--- src/rtl/wb_stage.sv ---
// Write-back stage: MEM/WB pipeline register, write-back mux, redirect generation
// and a squash window that suppresses the in-flight slots behind a taken redirect.
module wb_stage #(
    parameter int unsigned DATA_W = 32,
    parameter int unsigned RD_W   = 6,
    parameter int unsigned SHADOW = 2
) (
    input  logic              Clk,
    input  logic              Rst,
    input  logic              Stall,
    input  logic              valid_in,
    input  logic [DATA_W-1:0] ALU_result,
    input  logic [DATA_W-1:0] read_data,
    input  logic              Zero,
    input  logic              Neg,
    input  logic              MemtoReg_in,
    input  logic              RegWrite_in,
    input  logic              Jump_in,
    input  logic              JumpM_in,
    input  logic              BrZ_in,
    input  logic              BrN_in,
    input  logic [RD_W-1:0]   rd_in,
    output logic [DATA_W-1:0] wb_data,
    output logic [RD_W-1:0]   wb_rd,
    output logic              wb_en,
    output logic              redirect,
    output logic [DATA_W-1:0] redirect_pc,
    output logic [15:0]       retire_count
);

    localparam int unsigned CNT_W = 3;
    localparam int unsigned RET_W = 16;

    typedef enum logic {
        ST_RUN    = 1'b0,
        ST_SHADOW = 1'b1
    } state_t;

    logic              r_valid;
    logic              r_memtoreg;
    logic              r_regwrite;
    logic              r_jump;
    logic              r_jumpm;
    logic              r_brz;
    logic              r_brn;
    logic              r_zero;
    logic              r_neg;
    logic [DATA_W-1:0] r_alu;
    logic [DATA_W-1:0] r_rdata;
    logic [RD_W-1:0]   r_rd;

    state_t            r_state;
    state_t            w_state_nxt;
    logic [CNT_W-1:0]  r_shadow_cnt;
    logic [CNT_W-1:0]  w_shadow_cnt_nxt;
    logic [RET_W-1:0]  r_retire;

    logic              w_taken;
    logic              w_retire;
    logic              w_redirect;

    // MEM/WB pipeline register; frozen while stalled
    always_ff @(posedge Clk) begin
        if (Rst) begin
            r_valid    <= 1'b0;
            r_memtoreg <= 1'b0;
            r_regwrite <= 1'b0;
            r_jump     <= 1'b0;
            r_jumpm    <= 1'b0;
            r_brz      <= 1'b0;
            r_brn      <= 1'b0;
            r_zero     <= 1'b0;
            r_neg      <= 1'b0;
            r_alu      <= '0;
            r_rdata    <= '0;
            r_rd       <= '0;
        end else if (!Stall) begin
            r_valid    <= valid_in;
            r_memtoreg <= MemtoReg_in;
            r_regwrite <= RegWrite_in;
            r_jump     <= Jump_in;
            r_jumpm    <= JumpM_in;
            r_brz      <= BrZ_in;
            r_brn      <= BrN_in;
            r_zero     <= Zero;
            r_neg      <= Neg;
            r_alu      <= ALU_result;
            r_rdata    <= read_data;
            r_rd       <= rd_in;
        end
    end

    assign w_taken = r_jump | r_jumpm | (r_brz & r_zero) | (r_brn & r_neg);

    // State and squash counter register
    always_ff @(posedge Clk) begin
        if (Rst) begin
            r_state      <= ST_RUN;
            r_shadow_cnt <= '0;
        end else begin
            r_state      <= w_state_nxt;
            r_shadow_cnt <= w_shadow_cnt_nxt;
        end
    end

    // Next-state: a non-stalled valid slot either retires (RUN) or is squashed (SHADOW)
    always_comb begin
        w_state_nxt      = r_state;
        w_shadow_cnt_nxt = r_shadow_cnt;
        w_retire         = 1'b0;
        w_redirect       = 1'b0;
        if (!Stall && r_valid) begin
            case (r_state)
                ST_RUN: begin
                    w_retire = 1'b1;
                    if (w_taken) begin
                        w_redirect       = 1'b1;
                        w_state_nxt      = ST_SHADOW;
                        w_shadow_cnt_nxt = CNT_W'(SHADOW);
                    end
                end
                ST_SHADOW: begin
                    w_shadow_cnt_nxt = r_shadow_cnt - CNT_W'(1);
                    if (r_shadow_cnt == CNT_W'(1)) begin
                        w_state_nxt = ST_RUN;
                    end
                end
                default: begin
                    w_state_nxt      = ST_RUN;
                    w_shadow_cnt_nxt = '0;
                end
            endcase
        end
    end

    // Saturating retire counter
    always_ff @(posedge Clk) begin
        if (Rst) begin
            r_retire <= '0;
        end else if (w_retire && (r_retire != {RET_W{1'b1}})) begin
            r_retire <= r_retire + RET_W'(1);
        end
    end

    // JumpM target comes from memory and overrides a simultaneous register jump
    assign redirect_pc  = r_jumpm ? r_rdata : r_alu;
    assign wb_data      = r_memtoreg ? r_rdata : r_alu;
    assign wb_rd        = r_rd;
    assign wb_en        = w_retire & r_regwrite;
    assign redirect     = w_redirect;
    assign retire_count = r_retire;

endmodule

--- config.mk ---
export PLATFORM = sky130hd
export DESIGN_NAME = wb_stage
export DESIGN_NICKNAME = d
export VERILOG_FILES = /design/src/rtl/wb_stage.sv
export SDC_FILE = /design/constraint.sdc
export NUM_CORES = 1
export LEC_CHECK = 0
export BUFFER_PORTS_ARGS = -buffer_cell sky130_fd_sc_hd__clkbuf_2
export CORE_ASPECT_RATIO = 0.9
export CORE_UTILIZATION = 35
export DETAILED_ROUTE_END_ITERATION = 10
export PLACE_DENSITY_LB_ADDON = 0.25
export SLEW_MARGIN = 25
export SYNTH_ARGS = -nofsm -noshare
export SYNTH_HDL_FRONTEND = slang
export SYNTH_SLANG_ARGS = --single-unit
--- constraint.sdc ---
create_clock -name Clk -period 2.1 [get_ports Clk]
set_input_delay 0.21 -clock Clk [delete_from_list [all_inputs] [get_ports Clk]]
set_output_delay 0.21 -clock Clk [all_outputs]
set_load 0.02 [all_outputs]
==> results.toml, run 1 <==
[worst_setup_path]
end_kind = "flip-flop"
rr_worst_depth = 5
critPathLaunch = "r_valid"
critPathRequiredTime_ps = 2380
cp.arrival_ps = 2280
crit_fanout = 12
crit_type = "reg2reg"
start_kind = "flip-flop"
slowest_stage = "or4_1"
reg2reg_from = "r_valid"
slowest_delay_ps = 500
crit_chain = "or3b_1 -> buf_4 -> or3_4 -> or4_1 -> a21oi_1"

[cts]
root_buffer = "clkbuf_16"
cts_tree = "built"
cts_resized = 0
cts.clk_slew.worst_paths_ps = 70
clk_path_buf_depth = 2
cts.sinks = 99
clk_latency_ps = 350
hold_buffers = 0
htreeDepth = 3
numCtsBuffers = 9
post_cts_buffers = 0

[grt]
antenna_found_initial = 0
grtUsageTotal_pct = 17.3
overflow = 0
grt_pass1_wl_mm = 17.9
grt_pass1_vias = 3840
grt_max_degree = 52

[floorplan]
start_util_pct = 35.8
core_um2 = 12700
die-area_um2 = 13400
die_x_um = 122
rows = 39
fp.dieH_um = 110
ios = 170

[detailed_routing]
num_vias = 3933
via_per_inst = 4.97
wl_per_cell_um = 14.4
wl_mm = 11.4
route.detailed.drc = 0
drt_iter0_drc = 114
drtAntennaViolNets = 0
dr.pass1.iters = 6

[synth]
syn_area_per_cell_um2 = 9.95
synthTopCellsByCount = "99 x dfxtp_1, 84 x nor2_1, 79 x mux2i_1, 65 x mux2_2, 24 x clkbuf_1"
synthTopCellsByArea = "dfxtp_1 44%, mux2i_1 17%, mux2_2 16%"
synth_ff_type = "dfxtp_1"
yosys.area.top_type = "dfxtp_1"
ys_seq_area_share_pct = 43.6
syn-num-nets = 542
synth.distinct_cells = 33
synth_top_area_share_pct = 43.6
synth_edf_count = 0
postSynthCellCount = 457
yosysMostFrequentCell = "dfxtp_1"
yosysWarnings = 0
synthArstFlopShare_pct = 0
synth_seq_cells = 99
syn-cell-area_um2 = 4550

[worst_hold_path]
worstHoldStart = "ALU_result[11]"
hold_path.class = "in2reg"
min_path_cells = 3

[placed_design]
numPortBuffers = 169
dp_hpwl_mm = 8.09
gp_congestion = 0.778
place_area_um2 = 5660

[cells_and_area]
multi_input_area_um2 = 2440
drive_gt1_share_pct = 43.5
n_antenna_cell = 0
fin_nets = 707
fin_area_um2 = 5970
fill_cells = 1232
regArea_um2 = 1980
area_growth_pct = 31.3

[timing]
max-slew-margin-rel_pct = 41.7
fin_tns_setup_ps = 0
finalCritPeriodShare_pct = 95.4
min_period_ps = 2000
fmax_ghz = 0.499
maxSlewViolCount = 0
tightest_slew_ps = 875
hold_viol = 0
skew_ps = 7.29
setup_viol = 0

[flow_run]
cap_violations = 0

[pwr]
p_total_w = 0.00439
leakagePower_nw = 2.83
p_per_area_nw_per_um2 = 736
ir_drop_mv = 0.430

[outcome]
status = "finished, final reports clean"
## placed cells by master, fill, tap and decap left out, types with 2 or more instances in the layout
master      Yosys  final
clkinvlp_4      0      2
o31ai_1         9      9
buf_4           0     16
buf_12          0      3
dfxtp_2         0      2
nand4_1         5      5
a21oi_1        18     18
nor2_1         84     84
nand3_1         8      8
mux2_2         65     65
or4_1           9      8
ha_1            3      3
clkbuf_16       0      9
or3_1           5      4
clkbuf_2        0    167
nor3b_1         3      3
mux2i_1        79     79
dfxtp_1        99     97
nand3b_1        2      2
nor2b_1         3      3
clkbuf_1       24      2
o21ai_0         5      5
nand2_1         9      9
inv_1           4      4
## registers in the layout, indices dropped and copies added (netlist names)
name and count:
r_regwrite 1, r_memtoreg 1, r_valid 1, r_jump 1
r_alu 32, r_shadow_cnt 3, r_state 1, r_brz 1
r_brn 1, r_rdata 32, r_neg 1, wb_rd 6
r_jumpm 1, retire_count 16, r_zero 1
## through the flow
stage | cells | worst slack (ps) | utilization (%) | hold WS [ps]
after detailed placement | 775 | -22.2 | 44.6 | 449
final | 791 | 97.6 | 47.0 | 90.6
after global placement | 775 | 17.8 | 44.6 | 439
after CTS | 791 | 16.5 | 47.0 | 76.2
after floorplan | 457 | 19.7 | - | 354
after global routing | 791 | -3.44 | 47.0 | 80.4
## where the power goes
part           switching [W]  internal [W]  total (W)
clock network       0.000710      0.000955    0.00167
logic               0.000375      0.000317   0.000693
registers          0.0000608       0.00197    0.00203
total                0.00115       0.00324    0.00439
## critical path: cells and delay by family (launching register included)
kind | cells | cell delay, ps
buf+inv | 1 | 190
compound gates | 1 | 140
simple gates | 3 | 1280
flops | 1 | 320
## routing by layer
| layer | track usage [%] | routed length [um] |
|---|---|---|
| met2 | 30.1 | 5590 |
| met1 | 18.7 | 4730 |
| met3 | 8.23 | 987 |
| met5 | 0 | 0 |
| met4 | 4.79 | 116 |
## layout make-up
type | count | area share, %
clock buffers | 12 | 4.13
flip-flops and latches | 99 | 33.3
inverters | 4 | 0.252
clock inverters | 4 | 0.839
well taps | 164 | 3.44
multi-input cells | 321 | 41.0
repair buffers | 187 | 17.1
## worst paths after layout
| check | to | slack, ps |
|---|---|---|
| max | retire_count[10] | 100 |
| min reg2reg | r_shadow_cnt[2] | 480 |
| max reg2reg | retire_count[10] | 100 |
| min | r_alu[11] | 90 |
## cell families after synthesis
group,Yosys count,share of synthesized area (%)
simple gates,137,14.1
compound gates,37,4.93
flops,99,43.6
mux,144,33.5
fa+ha+maj,3,0.826
buf+inv,37,3.08
(Power assumes the default switching activity.)
==> inputs of run 2 (changes only) <==
--- a/config.mk
+++ b/config.mk
@@ -7,7 +7,7 @@
 export LEC_CHECK = 0
 export BUFFER_PORTS_ARGS = -buffer_cell sky130_fd_sc_hd__clkbuf_2
 export CORE_ASPECT_RATIO = 0.9
-export CORE_UTILIZATION = 35
+export CORE_UTILIZATION = 45
 export DETAILED_ROUTE_END_ITERATION = 10
 export PLACE_DENSITY_LB_ADDON = 0.25
 export SLEW_MARGIN = 25
==> run 2 against run 1 <==
  * Sequential power is essentially flat
  * Global-route usage grew 5.0 points
  * Via count grew 1.0%
  * Final cell count shrank 4.4%
  * Die area shrank 22%
  * Critical path depth is the same
  * First-iteration DRC count grew 16%
  * Register-to-register slack is essentially flat
  * Clock skew grew 1.4 ps
  * Non-clock buffer count grew 3
  * Combinational power grew 0.6%
  * Critical endpoint is now redirect
==> results.toml, run 2 (synthesis gave the netlist of run 1 again) <==
[outcome]
status = "finished, final reports clean"

[pwr]
ir_drop_mv = 0.424
p_per_area_nw_per_um2 = 712
p_total_w = 0.00419
leakagePower_nw = 2.82

[cts]
root_buffer = "clkbuf_8"
cts_tree = "built"
clk_latency_ps = 370
numCtsBuffers = 9
cts.sinks = 99
cts.clk_slew.worst_paths_ps = 100
post_cts_buffers = 0
hold_buffers = 0
htreeDepth = 3
clk_path_buf_depth = 2

[grt]
grt_max_degree = 57
grtUsageTotal_pct = 22.2
antenna_found_initial = 0
overflow = 0
grt_pass1_vias = 3846
grt_pass1_wl_mm = 18.4

[placed_design]
numPortBuffers = 169
dp_hpwl_mm = 8.19
gp_congestion = 0.788
dp_slack_ps = -36.5
dp_cells = 740

[worst_setup_path]
crit_buf_inv = 3
crit_chain = "or3b_1 -> buf_4 -> buf_4 -> a31oi_2 -> buf_4"
crit_path_frequent_cell = "buf_4"
reg2reg_slack_ps = 90
end_kind = "output port"
cpLargestDelayFamily = "buffers and inverters"
critPathRequiredTime_ps = 1890
rr_worst_depth = 6
slowest_stage = "or3b_1"
crit_fanout = 11
start_kind = "flip-flop"
reg2reg_from = "r_valid"
cp.arrival_ps = 1800
crit_type = "reg2out"
r2r_end = "retire_count[14]"
slowest_delay_ps = 390

[worst_hold_path]
hold_path_end = "wb_rd[5]"
worstHoldStart = "rd_in[5]"
min_path_cells = 3
hold_path.class = "in2reg"

[timing]
maxSlewViolCount = 0
fmax_ghz = 0.497
max-slew-margin-rel_pct = 36.7
setup_viol = 0
tightest_slew_ps = 949
grt_setup_unrepaired = "no"
hold_ws_ps = 68.8
setup_ws_ps = 87.5
min_period_ps = 2010
finalCritPeriodShare_pct = 95.8
skew_ps = 8.71
hold_viol = 0

[cells_and_area]
area_growth_pct = 29.3
fin_nets = 710
n_antenna_cell = 0
drive_gt1_share_pct = 44.0
instances_no_fill = 756
fill_cells = 882
multi_input_area_um2 = 2450
final_common_cell = "clkbuf_2"
regArea_um2 = 1980
final_cell_mix = "166 x clkbuf_2, 99 x dfxtp_1, 84 x nor2_1"

[floorplan]
fp.dieH_um = 97.4
die_x_um = 108
core_um2 = 9740
start_util_pct = 46.7
die-area_um2 = 10500
ios = 170
rows = 34

[detailed_routing]
drtAntennaViolNets = 0
wl_mm = 11.3
num_vias = 3973
route.detailed.drc = 0
drt_iter0_drc = 132
dr.pass1.iters = 4
via_per_inst = 5.26
wl_per_cell_um = 15.0

[flow_run]
cap_violations = 0
-- run 2: power by group --
group          internal [W]  switching, W  total, W  leakage, nW
sequential          0.00197     0.0000621   0.00203        0.814
combinational      0.000321      0.000376  0.000697         1.89
clock              0.000789      0.000669   0.00146        0.119
total               0.00308       0.00111   0.00419         2.82
-- run 2: cell type report --
| class | instances | share of cell area, % |
|---|---|---|
| Timing Repair Buffer | 190 | 17.6 |
| Clock buffer | 9 | 2.11 |
| Inverter | 4 | 0.255 |
| Multi-Input combinational cell | 321 | 41.7 |
| Clock inverter | 7 | 1.98 |
| Sequential cell | 99 | 33.7 |
| Tap cell | 126 | 2.68 |
-- run 2: worst max path at each step --
stage | from | to | slack (ps) | cells after the start
3_3_place_gp | Stall | retire_count[7] | -9 | 6
5_1_grt | r_valid | redirect | 7 | 5
6_report | r_valid | redirect | 90 | 5
3_5_place_dp | Stall | retire_count[13] | -40 | 5
2_1_floorplan | retire_count[0] | retire_count[10] | 20 | 6
4_1_cts | r_valid | redirect | 9 | 5
-- run 2: worst min-delay path, cell delays in order --
cell and delay [ps]:
clkbuf_2 80, mux2i_1 50, nor2_1 70
-- run 2: metal layers --
| metal | track usage [%] | up-vias | part of all wire, % |
|---|---|---|---|
| met2 | 38.2 | 118 | 51 |
| met5 | 0 | - | 0 |
| met3 | 7.58 | 12 | 6.7 |
| met1 | 25.8 | 1896 | 41 |
| li1 | - | 1947 | - |
| met4 | 6.64 | 0 | 1.3 |
-- run 2: metrics by stage --
stage                     instance area (um2)  util [%]  TNS (ps)
after detailed placement                 5620      57.7     -90.9
after CTS                                5870      60.2         0
after global routing                     5880      60.4         0
after global placement                   5620      57.7     -9.66
final                                    5880      60.4         0
after floorplan                          4550         -         0
-- run 2: repair_timing --
item,CTS,global route
setup endpoints to repair,2,4
pin swaps,0,1
resized for setup,1,4
